===== config.mk =====
export PLATFORM = sky130hd
export DESIGN_NAME = mdu_iterative_flat
export DESIGN_NICKNAME = d
export VERILOG_FILES = /design/src/rtl/mdu_iterative_if.sv /design/src/rtl/mdu_iterative.sv /design/src/flat_wrapper.sv
export SDC_FILE = /design/constraint.sdc
export NUM_CORES = 1
export LEC_CHECK = 0
export ABC_AREA = 1
export CORE_AREA = 3 3 186 188
export DETAILED_ROUTE_END_ITERATION = 10
export DIE_AREA = 0 0 189 191
export PLACE_DENSITY = 0.71
export SYNTH_ARGS = -nofsm -noshare
export SYNTH_HDL_FRONTEND = slang
export SYNTH_SLANG_ARGS = --single-unit

===== constraint.sdc =====
create_clock -name CLK -period 4.1 [get_ports CLK]
set_clock_uncertainty 0.2 [all_clocks]
set_input_delay 1.23 -clock CLK [delete_from_list [all_inputs] [get_ports CLK]]
set_output_delay 1.23 -clock CLK [all_outputs]
set_load 0.01 [all_outputs]

===== src/rtl/mdu_iterative_if.sv =====
// Handshake and operand/result bundle for the iterative multiply/divide unit.
//   start, op, a, b, flush : requester -> unit (master drives)
//   busy, done, dz, hi, lo : unit -> requester (slave drives)
interface mdu_iterative_if #(
    parameter int unsigned W = 32
) ();
    logic         start;
    logic [1:0]   op;
    logic [W-1:0] a;
    logic [W-1:0] b;
    logic         flush;
    logic         busy;
    logic         done;
    logic         dz;
    logic [W-1:0] hi;
    logic [W-1:0] lo;

    modport master (
        output start, op, a, b, flush,
        input  busy, done, dz, hi, lo
    );

    modport slave (
        input  start, op, a, b, flush,
        output busy, done, dz, hi, lo
    );
endinterface


===== src/rtl/mdu_iterative.sv =====
// Multi-cycle multiply/divide unit (MULTU/MULT/DIVU/DIV) for the execute stage.
// Shift-add multiply and restoring divide on operand magnitudes, one bit per cycle,
// with a final sign-fix cycle. Results land in HI/LO registers.
//   CLK  : clock, rising edge
//   nRST : synchronous active-low reset
//   bus  : slave side of mdu_iterative_if
//          start/op/a/b/flush in; busy/done/dz/hi/lo out
module mdu_iterative #(
    parameter int unsigned W    = 32,
    parameter int unsigned CNTW = $clog2(W) + 1
) (
    input logic            CLK,
    input logic            nRST,
    mdu_iterative_if.slave bus
);

    typedef enum logic [1:0] {StIdle, StCalc, StFix, StDone} state_e;

    state_e          state_q, state_d;
    logic [CNTW-1:0] cnt_q, cnt_d;
    logic [2*W-1:0]  acc_q, acc_d;   // mult: {partial, multiplier}; div: {remainder, dividend/quotient}
    logic [W-1:0]    dvs_q, dvs_d;   // |b|: multiplicand addend or divisor
    logic [1:0]      op_q, op_d;
    logic            neg_q, neg_d;   // result (product/quotient) must be negated
    logic            sa_q, sa_d;     // sign of a, for the remainder
    logic [W-1:0]    hi_q, hi_d;
    logic [W-1:0]    lo_q, lo_d;
    logic            dz_q, dz_d;

    logic           signed_op;
    logic [W-1:0]   mag_a, mag_b;
    logic [W:0]     mul_sum;
    logic [2*W-1:0] mul_next;
    logic [W:0]     rem_sh;
    logic [W+1:0]   div_diff;
    logic [2*W-1:0] div_next;
    logic [2*W-1:0] prod_neg;
    logic           unused_diff_bit;

    assign signed_op = bus.op[0];
    assign mag_a     = (signed_op && bus.a[W-1]) ? -bus.a : bus.a;
    assign mag_b     = (signed_op && bus.b[W-1]) ? -bus.b : bus.b;

    // Multiply step: add multiplicand into the upper half when the LSB is set, then shift right.
    assign mul_sum  = {1'b0, acc_q[2*W-1:W]} + (acc_q[0] ? {1'b0, dvs_q} : {(W+1){1'b0}});
    assign mul_next = {mul_sum, acc_q[W-1:1]};

    // Restoring divide step: shift in the next dividend bit, keep the difference if no borrow.
    assign rem_sh   = {acc_q[2*W-1:W], acc_q[W-1]};
    assign div_diff = {1'b0, rem_sh} - {2'b00, dvs_q};
    assign div_next = div_diff[W+1] ? {rem_sh[W-1:0], acc_q[W-2:0], 1'b0}
                                    : {div_diff[W-1:0], acc_q[W-2:0], 1'b1};
    // Without a borrow the difference is below the divisor, so bit W is always zero.
    assign unused_diff_bit = div_diff[W];

    assign prod_neg = -acc_q;

    always_comb begin
        state_d = state_q;
        cnt_d   = cnt_q;
        acc_d   = acc_q;
        dvs_d   = dvs_q;
        op_d    = op_q;
        neg_d   = neg_q;
        sa_d    = sa_q;
        hi_d    = hi_q;
        lo_d    = lo_q;
        dz_d    = dz_q;

        if (bus.flush) begin
            state_d = StIdle;
        end else begin
            unique case (state_q)
                StIdle, StDone: begin
                    if (bus.start) begin
                        if (bus.op[1] && (bus.b == '0)) begin
                            // Divide by zero bypasses the iteration entirely.
                            state_d = StDone;
                            hi_d    = bus.a;
                            lo_d    = '1;
                            dz_d    = 1'b1;
                        end else begin
                            state_d = StCalc;
                            cnt_d   = CNTW'(W);
                            acc_d   = {{W{1'b0}}, mag_a};
                            dvs_d   = mag_b;
                            op_d    = bus.op;
                            neg_d   = signed_op && (bus.a[W-1] ^ bus.b[W-1]);
                            sa_d    = signed_op && bus.a[W-1];
                            dz_d    = 1'b0;
                        end
                    end else begin
                        state_d = StIdle;
                    end
                end
                StCalc: begin
                    acc_d = op_q[1] ? div_next : mul_next;
                    cnt_d = cnt_q - CNTW'(1);
                    if (cnt_q == CNTW'(1)) begin
                        state_d = StFix;
                    end
                end
                StFix: begin
                    if (op_q[1]) begin
                        lo_d = neg_q ? prod_neg[W-1:0] : acc_q[W-1:0];
                        hi_d = sa_q ? -acc_q[2*W-1:W] : acc_q[2*W-1:W];
                    end else begin
                        {hi_d, lo_d} = neg_q ? prod_neg : acc_q;
                    end
                    state_d = StDone;
                end
                default: state_d = StIdle;
            endcase
        end
    end

    always_ff @(posedge CLK) begin
        if (!nRST) begin
            state_q <= StIdle;
            cnt_q   <= '0;
            acc_q   <= '0;
            dvs_q   <= '0;
            op_q    <= '0;
            neg_q   <= 1'b0;
            sa_q    <= 1'b0;
            hi_q    <= '0;
            lo_q    <= '0;
            dz_q    <= 1'b0;
        end else begin
            state_q <= state_d;
            cnt_q   <= cnt_d;
            acc_q   <= acc_d;
            dvs_q   <= dvs_d;
            op_q    <= op_d;
            neg_q   <= neg_d;
            sa_q    <= sa_d;
            hi_q    <= hi_d;
            lo_q    <= lo_d;
            dz_q    <= dz_d;
        end
    end

    assign bus.busy = (state_q == StCalc) || (state_q == StFix);
    assign bus.done = (state_q == StDone);
    assign bus.hi   = hi_q;
    assign bus.lo   = lo_q;
    assign bus.dz   = dz_q;

endmodule


===== src/flat_wrapper.sv =====
// flat-port wrapper written by rule: the top's interface ports become plain ports
module mdu_iterative_flat 
#(
    parameter int unsigned W    = 32,
    parameter int unsigned CNTW = $clog2(W) + 1
)
  (CLK, nRST, bus_start, bus_op, bus_a, bus_b, bus_flush, bus_busy, bus_done, bus_dz, bus_hi, bus_lo);
  mdu_iterative_if #(.W(W)) bus_i ();
  input logic CLK;
  input logic nRST;
  input wire logic [$bits(bus_i.start)-1:0] bus_start;
  input wire logic [$bits(bus_i.op)-1:0] bus_op;
  input wire logic [$bits(bus_i.a)-1:0] bus_a;
  input wire logic [$bits(bus_i.b)-1:0] bus_b;
  input wire logic [$bits(bus_i.flush)-1:0] bus_flush;
  output wire logic [$bits(bus_i.busy)-1:0] bus_busy;
  output wire logic [$bits(bus_i.done)-1:0] bus_done;
  output wire logic [$bits(bus_i.dz)-1:0] bus_dz;
  output wire logic [$bits(bus_i.hi)-1:0] bus_hi;
  output wire logic [$bits(bus_i.lo)-1:0] bus_lo;
  assign bus_i.start = bus_start;
  assign bus_i.op = bus_op;
  assign bus_i.a = bus_a;
  assign bus_i.b = bus_b;
  assign bus_i.flush = bus_flush;
  assign bus_busy = bus_i.busy;
  assign bus_done = bus_i.done;
  assign bus_dz = bus_i.dz;
  assign bus_hi = bus_i.hi;
  assign bus_lo = bus_i.lo;
  mdu_iterative #(.W(W), .CNTW(CNTW)) u_core (.CLK(CLK), .nRST(nRST), .bus(bus_i));
endmodule

## After elaboration in Yosys (flattened, before gate mapping)

Index checks and enable logic that the tools add are counted.

- Add/subtract/negate cells: 7
- Eq/ne operators: 8
- Mux-type cells: 27
- Bitwise operators: 4
- Reduce and logical (&&, ||, !) cells: 15

Operators by type and width:

| operator | count |
|---|---|
| $mux W32 | 11 |
| $mux W64 | 5 |
| $pmux W32 S2 | 2 |
| $pmux W64 S2 | 1 |
| $neg A32 Y32 | 3 |
| $neg A64 Y64 | 1 |
| $sub A33 B32 Y34 | 1 |
| $add A32 B33 Y33 | 1 |
| $logic_not A32 Y1 | 1 |
| $mux W6 | 2 |
| $pmux W6 S2 | 1 |
| $reduce_and A4 Y1 | 3 |
| $eq A6 B1 Y1 const B | 1 |
| $mux W2 | 3 |
| $pmux W2 S3 | 1 |
| $sub A6 B1 Y6 const B | 1 |
| $eq A2 B2 Y1 const B | 2 |
| $logic_and A1 B1 Y1 | 4 |
| $ne A2 B1 Y1 const B | 2 |
| $ne A2 B2 Y1 const B | 2 |
| $reduce_bool A2 Y1 | 2 |
| $reduce_or A2 Y1 | 2 |
| $not A1 Y1 | 3 |
| $reduce_and A3 Y1 | 1 |
| other kinds (5) | 5 |

- Flip-flop bits (word level): 173
- Input port bits: 70
- Output and inout port bits: 67
- Word-level logic and storage cells: 71

## Depth between registers and ports, before layout

- Depth after elaboration: 5
- Depth in mapped cells: 19
- Depth with buffers taken out: 17

## Least setup slack after synthesis

No wires, ideal clock.

- Path kind: input to register
- From: input bus_b[0]
- To: register u_core.lo_q[18], in the netlist u_core.bus.lo[18]
- Library setup time: 0.119 ns
- Arrival: 2.709 ns
- Data required time: 3.781 ns
- Path slack: 1.072 ns
- Cell stages on the path: 13
- Buffers on the path: 2
- Path through: inv_1 > ha_1 > nand3_2 > nor2_4 > nand3_4 > nor2_4 > nand4_1 > nand2_1 > nand2_1 > buf_6 > clkbuf_1 > a211oi_1 > nor2_1

- Cells in the longest elaborated chain, start to end: 4

RTL lines:

| item | RTL line | source |
|---|---|---|
| start: declaration | flat_wrapper.sv:14 | `input wire logic [$bits(bus_i.b)-1:0] bus_b;` |
| $logic_not A32 Y1 | mdu_iterative.sv:76 | `if (bus.op[1] && (bus.b == '0)) begin` |
| $logic_and A1 B1 Y1 | mdu_iterative.sv:76 |  |
| $ne A2 B1 Y1 (no source line) | -- |  |
| $reduce_and A4 Y1 (no source line) | -- |  |
| end signal: assignment | mdu_iterative.sv:138 | `lo_q <= lo_d;` |
| end: declaration | mdu_iterative.sv:27 | `logic [W-1:0] lo_q, lo_d;` |

No other way between the ends.
A chain may end at the register's enable or synchronous reset.

## Worst setup path after layout

- From: input bus_b[1]
- To: register u_core.acc_q[56]

- Cells in the longest elaborated chain, start to end: 4

RTL lines:

| item | RTL line | source |
|---|---|---|
| $logic_not A32 Y1 | mdu_iterative.sv:76 |  |
| $logic_and A1 B1 Y1 | mdu_iterative.sv:76 |  |
| $ne A2 B2 Y1 (no source line) | -- |  |
| $reduce_and A4 Y1 (no source line) | -- |  |
| end signal: assignment | mdu_iterative.sv:121 | `acc_q <= '0;` |
| end signal: assignment | mdu_iterative.sv:132 | `acc_q <= acc_d;` |
| end: declaration | mdu_iterative.sv:21 | `logic [2*W-1:0] acc_q, acc_d;` |

No other way between the ends.

==> metrics.txt <==
status=complete, no violations; max-cap violation count=0; DRC viols=0; sequential element share of the synthesized area=20.5%; vias in the first global route=18.3k; initial DRC count=2,496; IR drop worst, VDD=0.000263 V; I/O Buffers=136; Syn Nets=3,168; non-filler cells in the finished layout=3,586; switching pwr=1.94 mW; Worst R2R Start=u_core.acc_q[37]; area of the mapped netlist=0.0168 sq mm; synthesis-stage register bit count=172; Finished Core Util=57.9%; combinational power share=29.4%; Pre-Repair DR Iteration Count=6; Die Y=191 um; fin crit share=88.8%; Clk Latency, worst-skew pair=0.46 ns; Seq pwr share=37.4%; DP Area=0.0187 sq mm; CP startpoint kind=input pin; Hold Path Cell Cnt=2; H-tree Lvls=4; first-pass GRT wire length=105 mm; DR vias/cell=5.73; min Tclk post-route=3.64 ns; ANT nets after route=0; CTS sink cnt=172; Arr. time, crit path=3.82 ns; Longest Clk Path Bufs=2; most common flop cell mapped by yosys=dfxtp_1; Clock Power Share=33.2%; core area=0.0333 sq mm; initial core utilization=50.5%; DR vias=20.6k; Critical R2R Capture=u_core.acc_q[38]; GR Util All Layers=37.2%; GP Congestion=1.02; fillers=3,478; CTS tree=yes; Avg Cell Area, Syn=5.55 sq um; Clock Pin Slew Worst Setup and Hold Paths=0.07 ns; CTS buffer count=17; Required @ worst endpoint=4.28 ns; number of synthesis warnings=0; Post-synth EDFFs=0; final WL=68.6 mm; die width=189 um; setup repair bufs after CTS=0; post-synthesis async set-or-reset flop share=0%; hold_buf cts=0; fmax=275 MHz; placed cell count=3,554; crit path capture type=register; Slew Limit Fails=0; Die ar.=0.0361 sq mm; # resized after CTS=0; cell accounting for the most synthesized area=dfxtp_1; Sw Ratio=39.3%; critical path class=in2reg; unrepaired setup endpoints after global routing=false; Root Buffer=clkbuf_16; share of layout cells above drive strength 1=5.23%; Worst Hold Class=reg2reg; Final setup viols=0; Synth-to-Final Area Change=14.8%; crit-path max FO=18; r2r setup slk=0.77 ns; Hold Path Origin=u_core.bus.hi[27]; Hold Path End=u_core.bus.hi[27]; Antenna diodes=0; initial antenna violation count=0; setup ws final=0.458 ns; Net count, final=3,270; internal power=2.99 mW; total grt overflow=0; pwr/cell area=256 mW/mm^2; hpwl dp=54.5 mm; count leader, synth=nand2_1; worst slew pin tran=1.03 ns; largest net degree at the start of global routing=99; Yosys top cell area share=20.5%; commonest cells in the netlist=nand2_1 (863), inv_1 (387), nor2_1 (351); # rows=67; Mapped Cells=3,023; IO Pins=137; worst rel slew slack=31.2%; pre-CTS setup slack=0.0896 ns; Synth area leaders=dfxtp_1 (21%), nand2_1 (19%), inv_1 (8.7%), a21oi_1 (8.5%), nand3_1 (7.9%); Worst Reg-to-Reg Cells=16; setup TNS=0 ns; Fin. Hold Viols=0; library cells used by synthesis=50; P_leak=9.02 nW; Final Cell Area=0.0193 sq mm; Routed wire per std cell=19.1 um
power groups by stage:
stage               logic (mW)  registers (mW)  clock network (mW)
floorplan                0.943            1.81                   0
global placement          1.38            1.87                   0
detailed placement        1.39            1.87                   0
CTS                       1.40            1.83                1.65
global route              1.60            1.85                1.71
finish                    1.45            1.85                1.64
layout by cell type (no fill, tap or decap), drive strengths merged, types with 2 or more instances in the layout:
| master | instances |
|---|---|
| nor2 | 363 |
| o21a | 2 |
| a21boi | 2 |
| and3 | 2 |
| xnor2 | 9 |
| a211oi | 7 |
| nor4 | 4 |
| o22ai | 2 |
| clkinvlp | 2 |
| nand2 | 870 |
| and2 | 4 |
| or2 | 17 |
| nor3 | 34 |
| inv | 404 |
| a31oi | 22 |
| nand3b | 8 |
| buf | 60 |
| clkbuf | 17 |
| clkdlybuf4s50 | 135 |
| nand4 | 35 |
| fa | 2 |
| clkinv | 7 |
| nor3b | 2 |
| o211ai | 8 |
| dfxtp | 172 |
| ha | 73 |
| a21oi | 303 |
| o21ai | 255 |
| o21bai | 6 |
| xor2 | 31 |
| nand3 | 268 |
| o31ai | 8 |
registers in the layout (all words and copies together), names as in the netlist:
name	count
u_core.state_q	2
u_core.bus.dz	1
u_core.dvs_q	32
u_core.sa_q	1
u_core.bus.lo	32
u_core.cnt_q	6
u_core.op_q	1
u_core.bus.hi	32
u_core.acc_q	64
u_core.neg_q	1
kinds of logic after synthesis:
group           Yosys count  synth area share (%)
fa+ha+maj                75                  5.68
simple gates           1607                  40.1
flops                   172                  20.5
compound gates          619                  19.6
buf+inv                 510                  12.0
xor+xnor                 40                  2.09
layer usage:
| layer | track usage [%] | vias up | routed length, um |
|---|---|---|---|
| li1 | - | 10001 | - |
| met4 | 10.1 | 0 | 1880 |
| met1 | 55.1 | 9241 | 30900 |
| met2 | 50.9 | 1189 | 26200 |
| met3 | 12.1 | 120 | 9670 |
| met5 | 0 | - | 0 |
stage by stage:
step / total power [mW] / hold slack [ns]
2_1_floorplan: 2.76 / 0.244
3_5_place_dp: 3.27 / 0.256
6_report: 4.93 / 0.264
3_3_place_gp: 3.25 / 0.252
4_1_cts: 4.88 / 0.267
5_1_grt: 5.15 / 0.293
how the worst max path moves through the flow:
stage / end / startpoint / depth (start not counted)
floorplan: u_core.bus.lo[18] / bus_b[0] / 13
global placement: u_core.acc_q[56] / bus_b[0] / 13
detailed placement: u_core.acc_q[58] / bus_b[1] / 13
CTS: u_core.acc_q[56] / bus_b[1] / 13
global route: u_core.acc_q[56] / bus_b[1] / 13
finish: u_core.acc_q[56] / bus_b[1] / 13
final cells by class:
cell class	count	area, sq um	share of cell area (%)
multi-input combinational	2341	11300	58.8
sequential	172	3450	17.9
timing repair buffer	195	1860	9.66
inverter	398	1490	7.75
tap	448	561	2.91
clock buffer	17	425	2.21
clock inverter	15	149	0.772
critical path, cell delays in order:
cell and delay (ns):
clkdlybuf4s50_1 0.49, inv_1 0.06, ha_1 0.21, nand3_2 0.12, nor2_4 0.06, nand3_4 0.08, nor2_4 0.05, nand4_1 0.13
nand2_1 0.12, nor2_2 0.73, buf_4 0.29, nand3_1 0.09, a21oi_1 0.15
No activity file was read; power rests on OpenSTA's default activity.
